--- src/rtl/datapath_if.sv ---
// Control/data bundle between the control unit (master) and the bus datapath (slave).
// Strobes and memory data flow master->slave; register contents, bus and ALU result flow back.
interface datapath_if #(parameter int WIDTH = 32);
  // Bus source enables
  logic PCout, Zlowout, MDRout, R2out, R4out;
  // Register load enables
  logic PCin, MARin, MDRin, IRin, Yin, Zin, R2in, R4in, R5in;
  // MDR source select and one-hot ALU op strobes
  logic read, IncPC;
  logic ADD, SUB, AND, OR, SHR, SHL, ROR, ROL, NEG, NOT;
  logic [WIDTH-1:0] Mdatain;

  // Register contents and combinational results
  logic [WIDTH-1:0] R0, R1, R2, R3, R4, R5, R6, R7;
  logic [WIDTH-1:0] R8, R9, R10, R11, R12, R13, R14, R15;
  logic [WIDTH-1:0] PC, IR, MDR, Hi, Lo, MAR;
  logic [WIDTH-1:0] bus_mux_out;
  logic [2*WIDTH-1:0] Z, ALUout;

  modport master (
    output PCout, Zlowout, MDRout, R2out, R4out,
    output PCin, MARin, MDRin, IRin, Yin, Zin, R2in, R4in, R5in,
    output read, IncPC, ADD, SUB, AND, OR, SHR, SHL, ROR, ROL, NEG, NOT,
    output Mdatain,
    input  R0, R1, R2, R3, R4, R5, R6, R7, R8, R9, R10, R11, R12, R13, R14, R15,
    input  PC, IR, MDR, Hi, Lo, MAR, bus_mux_out, Z, ALUout
  );

  modport slave (
    input  PCout, Zlowout, MDRout, R2out, R4out,
    input  PCin, MARin, MDRin, IRin, Yin, Zin, R2in, R4in, R5in,
    input  read, IncPC, ADD, SUB, AND, OR, SHR, SHL, ROR, ROL, NEG, NOT,
    input  Mdatain,
    output R0, R1, R2, R3, R4, R5, R6, R7, R8, R9, R10, R11, R12, R13, R14, R15,
    output PC, IR, MDR, Hi, Lo, MAR, bus_mux_out, Z, ALUout
  );
endinterface

--- src/rtl/datapath.sv ---
// Single-bus CPU datapath: shared 32-bit bus, Y/bus ALU into 64-bit Z, strobe-driven register loads.
// MAR has no architectural output of its own; it is visible through the interface for observation.
module datapath #(
  parameter int WIDTH = 32
) (
  input logic       clk,
  input logic       rst_n,
  datapath_if.slave dp
);

  logic [WIDTH-1:0]   pc_q, pc_d, ir_q, ir_d, mar_q, mar_d, mdr_q, mdr_d, y_q, y_d;
  logic [WIDTH-1:0]   r2_q, r2_d, r4_q, r4_d, r5_q, r5_d;
  logic [2*WIDTH-1:0] z_q, z_d;

  logic [WIDTH-1:0]   bus;
  logic [2*WIDTH-1:0] alu;
  logic [WIDTH:0]     sum;
  logic [2*WIDTH-1:0] rot;
  logic [4:0]         sh;

  // Fixed-priority bus source select; nothing enabled leaves the bus at zero.
  always_comb begin
    bus = '0;
    if (dp.PCout)        bus = pc_q;
    else if (dp.Zlowout) bus = z_q[WIDTH-1:0];
    else if (dp.MDRout)  bus = mdr_q;
    else if (dp.R2out)   bus = r2_q;
    else if (dp.R4out)   bus = r4_q;
  end

  // ALU: A is Y, B is the bus. Only ADD can set anything in the upper word (its carry).
  // Rotates shift a doubled copy of A so the wrapped bits fall into the kept half.
  always_comb begin
    alu = '0;
    sum = '0;
    rot = '0;
    sh  = bus[4:0];
    if (dp.IncPC) begin
      alu[WIDTH-1:0] = bus + WIDTH'(1);
    end else if (dp.ADD) begin
      sum            = {1'b0, y_q} + {1'b0, bus};
      alu[WIDTH:0]   = sum;
    end else if (dp.SUB) begin
      alu[WIDTH-1:0] = y_q - bus;
    end else if (dp.AND) begin
      alu[WIDTH-1:0] = y_q & bus;
    end else if (dp.OR) begin
      alu[WIDTH-1:0] = y_q | bus;
    end else if (dp.SHR) begin
      alu[WIDTH-1:0] = y_q >> sh;
    end else if (dp.SHL) begin
      alu[WIDTH-1:0] = y_q << sh;
    end else if (dp.ROR) begin
      rot            = {y_q, y_q} >> sh;
      alu[WIDTH-1:0] = rot[WIDTH-1:0];
    end else if (dp.ROL) begin
      rot            = {y_q, y_q} << sh;
      alu[WIDTH-1:0] = rot[2*WIDTH-1:WIDTH];
    end else if (dp.NEG) begin
      alu[WIDTH-1:0] = '0 - bus;
    end else if (dp.NOT) begin
      alu[WIDTH-1:0] = ~bus;
    end
  end

  always_comb begin
    pc_d  = dp.PCin  ? bus : pc_q;
    ir_d  = dp.IRin  ? bus : ir_q;
    mar_d = dp.MARin ? bus : mar_q;
    mdr_d = dp.MDRin ? (dp.read ? dp.Mdatain : bus) : mdr_q;
    y_d   = dp.Yin   ? bus : y_q;
    z_d   = dp.Zin   ? alu : z_q;
    r2_d  = dp.R2in  ? bus : r2_q;
    r4_d  = dp.R4in  ? bus : r4_q;
    r5_d  = dp.R5in  ? bus : r5_q;
  end

  always_ff @(posedge clk or negedge rst_n) begin
    if (!rst_n) begin
      pc_q  <= '0;
      ir_q  <= '0;
      mar_q <= '0;
      mdr_q <= '0;
      y_q   <= '0;
      z_q   <= '0;
      r2_q  <= '0;
      r4_q  <= '0;
      r5_q  <= '0;
    end else begin
      pc_q  <= pc_d;
      ir_q  <= ir_d;
      mar_q <= mar_d;
      mdr_q <= mdr_d;
      y_q   <= y_d;
      z_q   <= z_d;
      r2_q  <= r2_d;
      r4_q  <= r4_d;
      r5_q  <= r5_d;
    end
  end

  // Registers without a load strobe can never leave their reset value.
  assign dp.R0  = '0;
  assign dp.R1  = '0;
  assign dp.R2  = r2_q;
  assign dp.R3  = '0;
  assign dp.R4  = r4_q;
  assign dp.R5  = r5_q;
  assign dp.R6  = '0;
  assign dp.R7  = '0;
  assign dp.R8  = '0;
  assign dp.R9  = '0;
  assign dp.R10 = '0;
  assign dp.R11 = '0;
  assign dp.R12 = '0;
  assign dp.R13 = '0;
  assign dp.R14 = '0;
  assign dp.R15 = '0;
  assign dp.Hi  = '0;
  assign dp.Lo  = '0;

  assign dp.PC          = pc_q;
  assign dp.IR          = ir_q;
  assign dp.MDR         = mdr_q;
  assign dp.MAR         = mar_q;
  assign dp.Z           = z_q;
  assign dp.bus_mux_out = bus;
  assign dp.ALUout      = alu;

endmodule

--- src/flat_wrapper.sv ---
// flat-port wrapper written by rule: the top's interface ports become plain ports
module datapath_flat 
#(
  parameter int WIDTH = 32
)
  (clk, rst_n, dp_PCout, dp_Zlowout, dp_MDRout, dp_R2out, dp_R4out, dp_PCin, dp_MARin, dp_MDRin, dp_IRin, dp_Yin, dp_Zin, dp_R2in, dp_R4in, dp_R5in, dp_read, dp_IncPC, dp_ADD, dp_SUB, dp_AND, dp_OR, dp_SHR, dp_SHL, dp_ROR, dp_ROL, dp_NEG, dp_NOT, dp_Mdatain, dp_R0, dp_R1, dp_R2, dp_R3, dp_R4, dp_R5, dp_R6, dp_R7, dp_R8, dp_R9, dp_R10, dp_R11, dp_R12, dp_R13, dp_R14, dp_R15, dp_PC, dp_IR, dp_MDR, dp_Hi, dp_Lo, dp_MAR, dp_bus_mux_out, dp_Z, dp_ALUout);
  datapath_if #(.WIDTH(WIDTH)) dp_i ();
  input logic clk;
  input logic rst_n;
  input wire logic [$bits(dp_i.PCout)-1:0] dp_PCout;
  input wire logic [$bits(dp_i.Zlowout)-1:0] dp_Zlowout;
  input wire logic [$bits(dp_i.MDRout)-1:0] dp_MDRout;
  input wire logic [$bits(dp_i.R2out)-1:0] dp_R2out;
  input wire logic [$bits(dp_i.R4out)-1:0] dp_R4out;
  input wire logic [$bits(dp_i.PCin)-1:0] dp_PCin;
  input wire logic [$bits(dp_i.MARin)-1:0] dp_MARin;
  input wire logic [$bits(dp_i.MDRin)-1:0] dp_MDRin;
  input wire logic [$bits(dp_i.IRin)-1:0] dp_IRin;
  input wire logic [$bits(dp_i.Yin)-1:0] dp_Yin;
  input wire logic [$bits(dp_i.Zin)-1:0] dp_Zin;
  input wire logic [$bits(dp_i.R2in)-1:0] dp_R2in;
  input wire logic [$bits(dp_i.R4in)-1:0] dp_R4in;
  input wire logic [$bits(dp_i.R5in)-1:0] dp_R5in;
  input wire logic [$bits(dp_i.read)-1:0] dp_read;
  input wire logic [$bits(dp_i.IncPC)-1:0] dp_IncPC;
  input wire logic [$bits(dp_i.ADD)-1:0] dp_ADD;
  input wire logic [$bits(dp_i.SUB)-1:0] dp_SUB;
  input wire logic [$bits(dp_i.AND)-1:0] dp_AND;
  input wire logic [$bits(dp_i.OR)-1:0] dp_OR;
  input wire logic [$bits(dp_i.SHR)-1:0] dp_SHR;
  input wire logic [$bits(dp_i.SHL)-1:0] dp_SHL;
  input wire logic [$bits(dp_i.ROR)-1:0] dp_ROR;
  input wire logic [$bits(dp_i.ROL)-1:0] dp_ROL;
  input wire logic [$bits(dp_i.NEG)-1:0] dp_NEG;
  input wire logic [$bits(dp_i.NOT)-1:0] dp_NOT;
  input wire logic [$bits(dp_i.Mdatain)-1:0] dp_Mdatain;
  output wire logic [$bits(dp_i.R0)-1:0] dp_R0;
  output wire logic [$bits(dp_i.R1)-1:0] dp_R1;
  output wire logic [$bits(dp_i.R2)-1:0] dp_R2;
  output wire logic [$bits(dp_i.R3)-1:0] dp_R3;
  output wire logic [$bits(dp_i.R4)-1:0] dp_R4;
  output wire logic [$bits(dp_i.R5)-1:0] dp_R5;
  output wire logic [$bits(dp_i.R6)-1:0] dp_R6;
  output wire logic [$bits(dp_i.R7)-1:0] dp_R7;
  output wire logic [$bits(dp_i.R8)-1:0] dp_R8;
  output wire logic [$bits(dp_i.R9)-1:0] dp_R9;
  output wire logic [$bits(dp_i.R10)-1:0] dp_R10;
  output wire logic [$bits(dp_i.R11)-1:0] dp_R11;
  output wire logic [$bits(dp_i.R12)-1:0] dp_R12;
  output wire logic [$bits(dp_i.R13)-1:0] dp_R13;
  output wire logic [$bits(dp_i.R14)-1:0] dp_R14;
  output wire logic [$bits(dp_i.R15)-1:0] dp_R15;
  output wire logic [$bits(dp_i.PC)-1:0] dp_PC;
  output wire logic [$bits(dp_i.IR)-1:0] dp_IR;
  output wire logic [$bits(dp_i.MDR)-1:0] dp_MDR;
  output wire logic [$bits(dp_i.Hi)-1:0] dp_Hi;
  output wire logic [$bits(dp_i.Lo)-1:0] dp_Lo;
  output wire logic [$bits(dp_i.MAR)-1:0] dp_MAR;
  output wire logic [$bits(dp_i.bus_mux_out)-1:0] dp_bus_mux_out;
  output wire logic [$bits(dp_i.Z)-1:0] dp_Z;
  output wire logic [$bits(dp_i.ALUout)-1:0] dp_ALUout;
  assign dp_i.PCout = dp_PCout;
  assign dp_i.Zlowout = dp_Zlowout;
  assign dp_i.MDRout = dp_MDRout;
  assign dp_i.R2out = dp_R2out;
  assign dp_i.R4out = dp_R4out;
  assign dp_i.PCin = dp_PCin;
  assign dp_i.MARin = dp_MARin;
  assign dp_i.MDRin = dp_MDRin;
  assign dp_i.IRin = dp_IRin;
  assign dp_i.Yin = dp_Yin;
  assign dp_i.Zin = dp_Zin;
  assign dp_i.R2in = dp_R2in;
  assign dp_i.R4in = dp_R4in;
  assign dp_i.R5in = dp_R5in;
  assign dp_i.read = dp_read;
  assign dp_i.IncPC = dp_IncPC;
  assign dp_i.ADD = dp_ADD;
  assign dp_i.SUB = dp_SUB;
  assign dp_i.AND = dp_AND;
  assign dp_i.OR = dp_OR;
  assign dp_i.SHR = dp_SHR;
  assign dp_i.SHL = dp_SHL;
  assign dp_i.ROR = dp_ROR;
  assign dp_i.ROL = dp_ROL;
  assign dp_i.NEG = dp_NEG;
  assign dp_i.NOT = dp_NOT;
  assign dp_i.Mdatain = dp_Mdatain;
  assign dp_R0 = dp_i.R0;
  assign dp_R1 = dp_i.R1;
  assign dp_R2 = dp_i.R2;
  assign dp_R3 = dp_i.R3;
  assign dp_R4 = dp_i.R4;
  assign dp_R5 = dp_i.R5;
  assign dp_R6 = dp_i.R6;
  assign dp_R7 = dp_i.R7;
  assign dp_R8 = dp_i.R8;
  assign dp_R9 = dp_i.R9;
  assign dp_R10 = dp_i.R10;
  assign dp_R11 = dp_i.R11;
  assign dp_R12 = dp_i.R12;
  assign dp_R13 = dp_i.R13;
  assign dp_R14 = dp_i.R14;
  assign dp_R15 = dp_i.R15;
  assign dp_PC = dp_i.PC;
  assign dp_IR = dp_i.IR;
  assign dp_MDR = dp_i.MDR;
  assign dp_Hi = dp_i.Hi;
  assign dp_Lo = dp_i.Lo;
  assign dp_MAR = dp_i.MAR;
  assign dp_bus_mux_out = dp_i.bus_mux_out;
  assign dp_Z = dp_i.Z;
  assign dp_ALUout = dp_i.ALUout;
  datapath #(.WIDTH(WIDTH)) u_core (.clk(clk), .rst_n(rst_n), .dp(dp_i));
endmodule
--- config.mk ---
export PLATFORM = sky130hd
export DESIGN_NAME = datapath_flat
export DESIGN_NICKNAME = d
export VERILOG_FILES = /design/src/rtl/datapath_if.sv /design/src/rtl/datapath.sv /design/src/flat_wrapper.sv
export SDC_FILE = /design/constraint.sdc
export NUM_CORES = 1
export LEC_CHECK = 0
export ABC_AREA = 1
export CELL_PAD_IN_SITES_DETAIL_PLACEMENT = 0
export CELL_PAD_IN_SITES_GLOBAL_PLACEMENT = 2
export CORE_MARGIN = 10
export CORE_UTILIZATION = 22
export CTS_CLUSTER_DIAMETER = 60
export DETAILED_ROUTE_END_ITERATION = 8
export PLACE_DENSITY_LB_ADDON = 0.1
export REMOVE_ABC_BUFFERS = 1
export SLEW_MARGIN = 20
export SYNTH_ARGS = -nofsm -noshare
export SYNTH_HDL_FRONTEND = slang
export SYNTH_SLANG_ARGS = --single-unit
--- constraint.sdc ---
create_clock -name clk -period 8.5 [get_ports clk]
set_input_delay 2.55 -clock clk [delete_from_list [all_inputs] [get_ports clk]]
set_output_delay 2.55 -clock clk [all_outputs]
set_load 0.02 [all_outputs]
# Word level (Yosys, flattened, before mapping)
# Index checks and enable logic that the tools add are counted.
dict set report totals {
  register_bits 289
  in_bits 60
  output_inout_bits 864
  elab_cells 39
}
dict set report op_classes {
  add_sub_neg 4
  n_shift 4
  muxes 19
  n_bitwise 3
}
# operator count
set ops {}
lappend ops {{two-way mux 32 bit} 17}
lappend ops {{<< shifter 64 x 5 -> 64 bit} 1}
lappend ops {{right shift 64 x 5 -> 32 bit} 1}
lappend ops {{adder 32 x 32 -> 33 bit} 1}
lappend ops {{adder 32 x 1 -> 32 bit, second input constant} 1}
lappend ops {{AND 32 bit} 1}
lappend ops {{inverter 32 bit} 1}
lappend ops {{bitwise OR 32 bit} 1}
lappend ops {{<< shifter 32 x 5 -> 32 bit} 1}
lappend ops {{right shift 32 x 5 -> 32 bit} 1}
lappend ops {{subtractor 1 x 32 -> 32 bit, first input constant} 1}
lappend ops {{subtractor 32 bit} 1}
lappend ops {{two-way mux 1 bit} 2}

# Depth between registers and ports, before layout
dict set report depth {
  ltp_word 17
  mapped_depth 32
}

# Least setup slack after synthesis
# OpenSTA, ideal clock, no wires.
dict set report synth_path {
  path_kind {input port to output port}
  from {input dp_R2out}
  to {output dp_ALUout[12]}
  arrival_ns 6.123
  slack_ns -0.173
  stages 26
  n_path_buf 5
  path_cell_list {buf_6 -> buf_6 -> a21oi_1 -> nand2_1 -> nand3_1 -> nand2_2 -> nand2_4 -> buf_2 -> buf_2 -> clkbuf_1 -> ha_1 -> inv_1 -> o21ai_0 -> nand2_1 -> a21boi_0 -> or2_2 -> nand2_1 -> a21oi_1 -> o21ai_0 -> nand2_1 -> nand2_1 -> xor2_1 -> nand2_1 -> nand2_1 -> nand2_1 -> a21boi_0}
}
dict set report synth_via {
  elab_chain_cells 16
  word_cells_on_any_way 26
  cone_classes {add/sub: 4; shift: 4; mux: 15; bitwise: 3}
}
# item line
set synth_rtl {}
lappend synth_rtl {{from (decl)} flat_wrapper.sv:13} ;# input wire logic [$bits(dp_i.R2out)-1:0] dp_R2out;
lappend synth_rtl {{two-way mux 32 bit (*)} datapath.sv:27} ;# else if (dp.R2out) bus = r2_q;
lappend synth_rtl {{two-way mux 32 bit (*)} datapath.sv:26} ;# else if (dp.MDRout) bus = mdr_q;
lappend synth_rtl {{two-way mux 32 bit (*)} datapath.sv:25} ;# else if (dp.Zlowout) bus = z_q[WIDTH-1:0];
lappend synth_rtl {{two-way mux 32 bit (*)} datapath.sv:24} ;# if (dp.PCout) bus = pc_q;
lappend synth_rtl {{parallel branches: the longest is 11 deep, another holds subtractor 1 x 32 -> 32 bit} --}
lappend synth_rtl {{two-way mux 32 bit (*)} datapath.sv:38} ;# if (dp.IncPC) begin
lappend synth_rtl {{to (decl)} flat_wrapper.sv:61} ;# output wire logic [$bits(dp_i.ALUout)-1:0] dp_ALUout;
# Every way passes the cells marked *.

# Worst setup path after layout
dict set report layout_path {
  from {input dp_R2out}
  to {output dp_ALUout[13]}
}
# Same word-level chain as after synthesis.

==> flow_metrics.py <==
metrics = {
    "grt": {
        "grt_max_degree": 140,
        "grt_usage_pct": 24.6,
        "grt_overflow_total": 0,
        "antenna_found_initial": 15,
        "grt_first_pass_wirelength_um": 264000,
        "grt_pass1_vias": 33400,
    },
    "route": {
        "ant_nets": 0,
        "dr.pass1.iters": 5,
        "drcViolationCount": 0,
        "drt-wirelength-per-cell_um": 25.7,
        "met2_length_um": 86000,
        "drt_iter0_drc": 3154,
        "wl_met1_um": 89700,
        "highest_layer": "met5",
        "vias_per_cell": 4.58,
        "vias": 34500,
        "wl_um": 194000,
        "wl_met3_um": 12400,
    },
    "floorplanning": {
        "core_sq_um": 131000,
        "die-area_sq_um": 147000,
        "rows": 133,
        "die_w_um": 384,
        "die_h_um": 384,
        "initial_utilization_pct": 22.1,
        "io_pins": 924,
    },
    "finish": {
        "fin_area_sq_um": 44800,
        "area_growth_pct": 54.0,
        "nets": 5890,
        "mostFrequentLayoutCell": "nand2_1",
        "drive_gt1_share_pct": 28.6,
        "post-route-util_pct": 34.1,
        "instances_no_fill": 7537,
        "final_cell_mix": "nand2_1 (1,140), buf_4 (876), conb_1 (542)",
    },
    "cts": {
        "clk_pin_slew_ns": 0.05,
        "root_buffer": "clkbuf_16",
        "clk_latency_ns": 0.67,
        "htreeDepth": 2,
        "cts_tree": "done",
        "clock_path_buffers": 3,
        "cts_inserted_buffers": 53,
        "ctsHoldBuffers": 0,
        "numClockSinks": 289,
    },
    "critical_path": {
        "r2r-start": "u_core.y_q[10]",
        "crit_arrival_ns": 6.04,
        "critPathMostFrequentCell": "buf_6",
        "crit_path_max_fanout": 8,
        "reg2reg_slack_ns": 1.69,
        "start_kind": "primary input",
        "crit_path_top_delay_cell": "ha_4",
        "cp_top_family": "buffers and inverters",
        "path_buf_inv": 10,
        "crit_required_ns": 5.95,
        "ff2ff_path_depth": 50,
        "r2r-end": "u_core.dp.Z[28]",
        "worstSetupPathType": "in2out",
        "slowest_delay_ns": 0.26,
        "critPathCaptureType": "output port",
    },
    "placement": {
        "placed_cells": 7257,
        "place_area_sq_um": 38500,
        "post-dp-hpwl_um": 150000,
        "io_buffers": 381,
        "gp_congestion": 0.922,
    },
    "sta": {
        "relSlewSlack_pct": 41.9,
        "setup_ws_ns": -0.0851,
        "finClkSkew_ns": 0.0424,
        "tightest_slew_ns": 0.872,
        "fin_crit_sh_pct": 101,
        "fin_crit_ns": 8.59,
        "holdWs_ns": 0.480,
        "fmax_ghz": 0.116,
        "finalSetupViolations": 7,
        "finalMaxSlewViolations": 0,
        "rsz0062_at_grt": "yes",
        "hold_viol": 0,
    },
    "power": {
        "total_power_w": 0.0106,
        "irDropWorstVdd_mv": 0.137,
        "power_density_nw_per_um2": 236,
        "p_leak_nw": 22.0,
    },
    "yosys": {
        "synth.area.mux_share_pct": 0,
        "synth-seq-area-share_pct": 24.9,
        "synth_xor_area_share_pct": 1.02,
        "synthFlopType": "dfrtp_1",
        "synth_compound_area_share_pct": 14.7,
        "syn_inst": 4575,
        "avgSynthCellArea_sq_um": 6.36,
        "synth_simple_gate_area_share_pct": 33.2,
        "synth_edf_count": 0,
        "synth_area_leaders": "dfrtp_1 (25%), nand2_1 (16%), buf_4 (14%), nand3_1 (10%), o21ai_0 (7.2%)",
        "synth_top_family_by_area": "simple AND/OR/NAND/NOR gates",
        "yosysWarningCount": 0,
        "synth_top_area_share_pct": 24.9,
        "synth_fa_ha_area_share_pct": 4.27,
        "yosys.cell_types.count": 59,
        "async_flop_share_pct": 100,
        "syn_area_sq_um": 29100,
        "synth-seq-cells": 289,
        "yosysTopAreaCell": "dfrtp_1",
    },
    "hold_path": {
        "worstHoldEndpoint": "u_core.dp.IR[12]",
        "min_from": "u_core.dp.IR[12]",
        "hold_class": "reg2reg",
        "hold_depth": 2,
    },
    "job": {
        "drv_cap": 0,
    },
    "outcome": {
        "violations": "setup timing",
        "outcome": "finished with violations",
    },
}
==> cell usage after synthesis, drive strengths merged, types with 8 or more instances <==
cell type	n
a21boi	12
a21oi	235
a31oi	25
buf	649
clkbuf	158
clkinv	12
dfrtp	289
ha	96
inv	282
nand2	1297
nand3	583
nand4	24
nor2	286
nor3	20
nor4	8
o211ai	21
o21ai	465
o22ai	18
or2	27
xor2	31
==> worst min-delay path, cell delays in order, from the launching register on <==
cell and delay (ns):
dfrtp_1 0.34, nand2_1 0.05, o21ai_0 0.06
==> sequential cells by signal, indices dropped and copies added (netlist names) <==
register / cells
u_core.dp.MAR: 32
u_core.dp.PC: 32
u_core.dp.R4: 32
u_core.dp.R2: 32
u_core.y_q: 32
u_core.dp.MDR: 32
u_core.dp.Z: 33
u_core.dp.IR: 32
u_core.dp.R5: 32
==> final cells by class <==
type,instances,area (sq um)
clock buffer,62,1380
antenna,5,12.5
timing repair buffer,1368,12500
multi-input combinational,3726,19800
tap,1755,2200
clock inverter,38,522
fill,14400,86700
inverter,294,1130
sequential,289,7230
==> cells by family (layout without fill, tap and decap cells) <==
group           count (synthesis)  count (layout)
simple gates                 2250            2250
buf+inv                      1101            1762
compound gates                802             802
flops                         289             289
fa+ha+maj                      98              98
xor+xnor                       34              34
other cells                     1             547
==> per-stage QoR <==
step | setup TNS, ns | worst slack [ns]
6_report | -0.373 | -0.0851
5_1_grt | -4.16 | -0.287
4_1_cts | -0.435 | -0.0795
3_5_place_dp | -28.77 | -1.50
3_3_place_gp | -29.86 | -1.61
2_1_floorplan | -4.04 | -0.519
==> worst max path at each step <==
stage                     startpoint               to  slack, ns  cells after the start
final                       dp_R2out    dp_ALUout[13]      -0.09                     29
after CTS                   dp_R2out     dp_ALUout[7]      -0.08                     32
after detailed placement    dp_R4out    dp_ALUout[26]      -1.50                     24
after global placement      dp_R4out    dp_ALUout[26]      -1.61                     24
after floorplan             dp_R4out    dp_ALUout[13]      -0.52                     21
after global routing        dp_R2out  u_core.dp.Z[28]      -0.29                     57
==> per-layer routing <==
metal  track usage, %  up-vias
met5                0        -
met4             6.18        6
met3             4.06      194
met2             39.0     1310
met1             34.2    16800
li1                 -    16200
==> report_power, final <==
group          internal [W]  total [W]  switching, W
clock               0.00143    0.00234      0.000906
combinational       0.00260    0.00635       0.00375
sequential          0.00159    0.00190      0.000303
total               0.00563     0.0106       0.00496
==> timing repair <==
action | in CTS | in global routing
hold endpoints to repair | 0 | 0
pin swaps | 93 | 163
setup buffers | 120 | 51
endpoints found under the setup margin | 33 | 35
gates cloned | 4 | 8
gates resized for setup | 385 | 375
No activity file was read; power rests on OpenSTA's default activity.
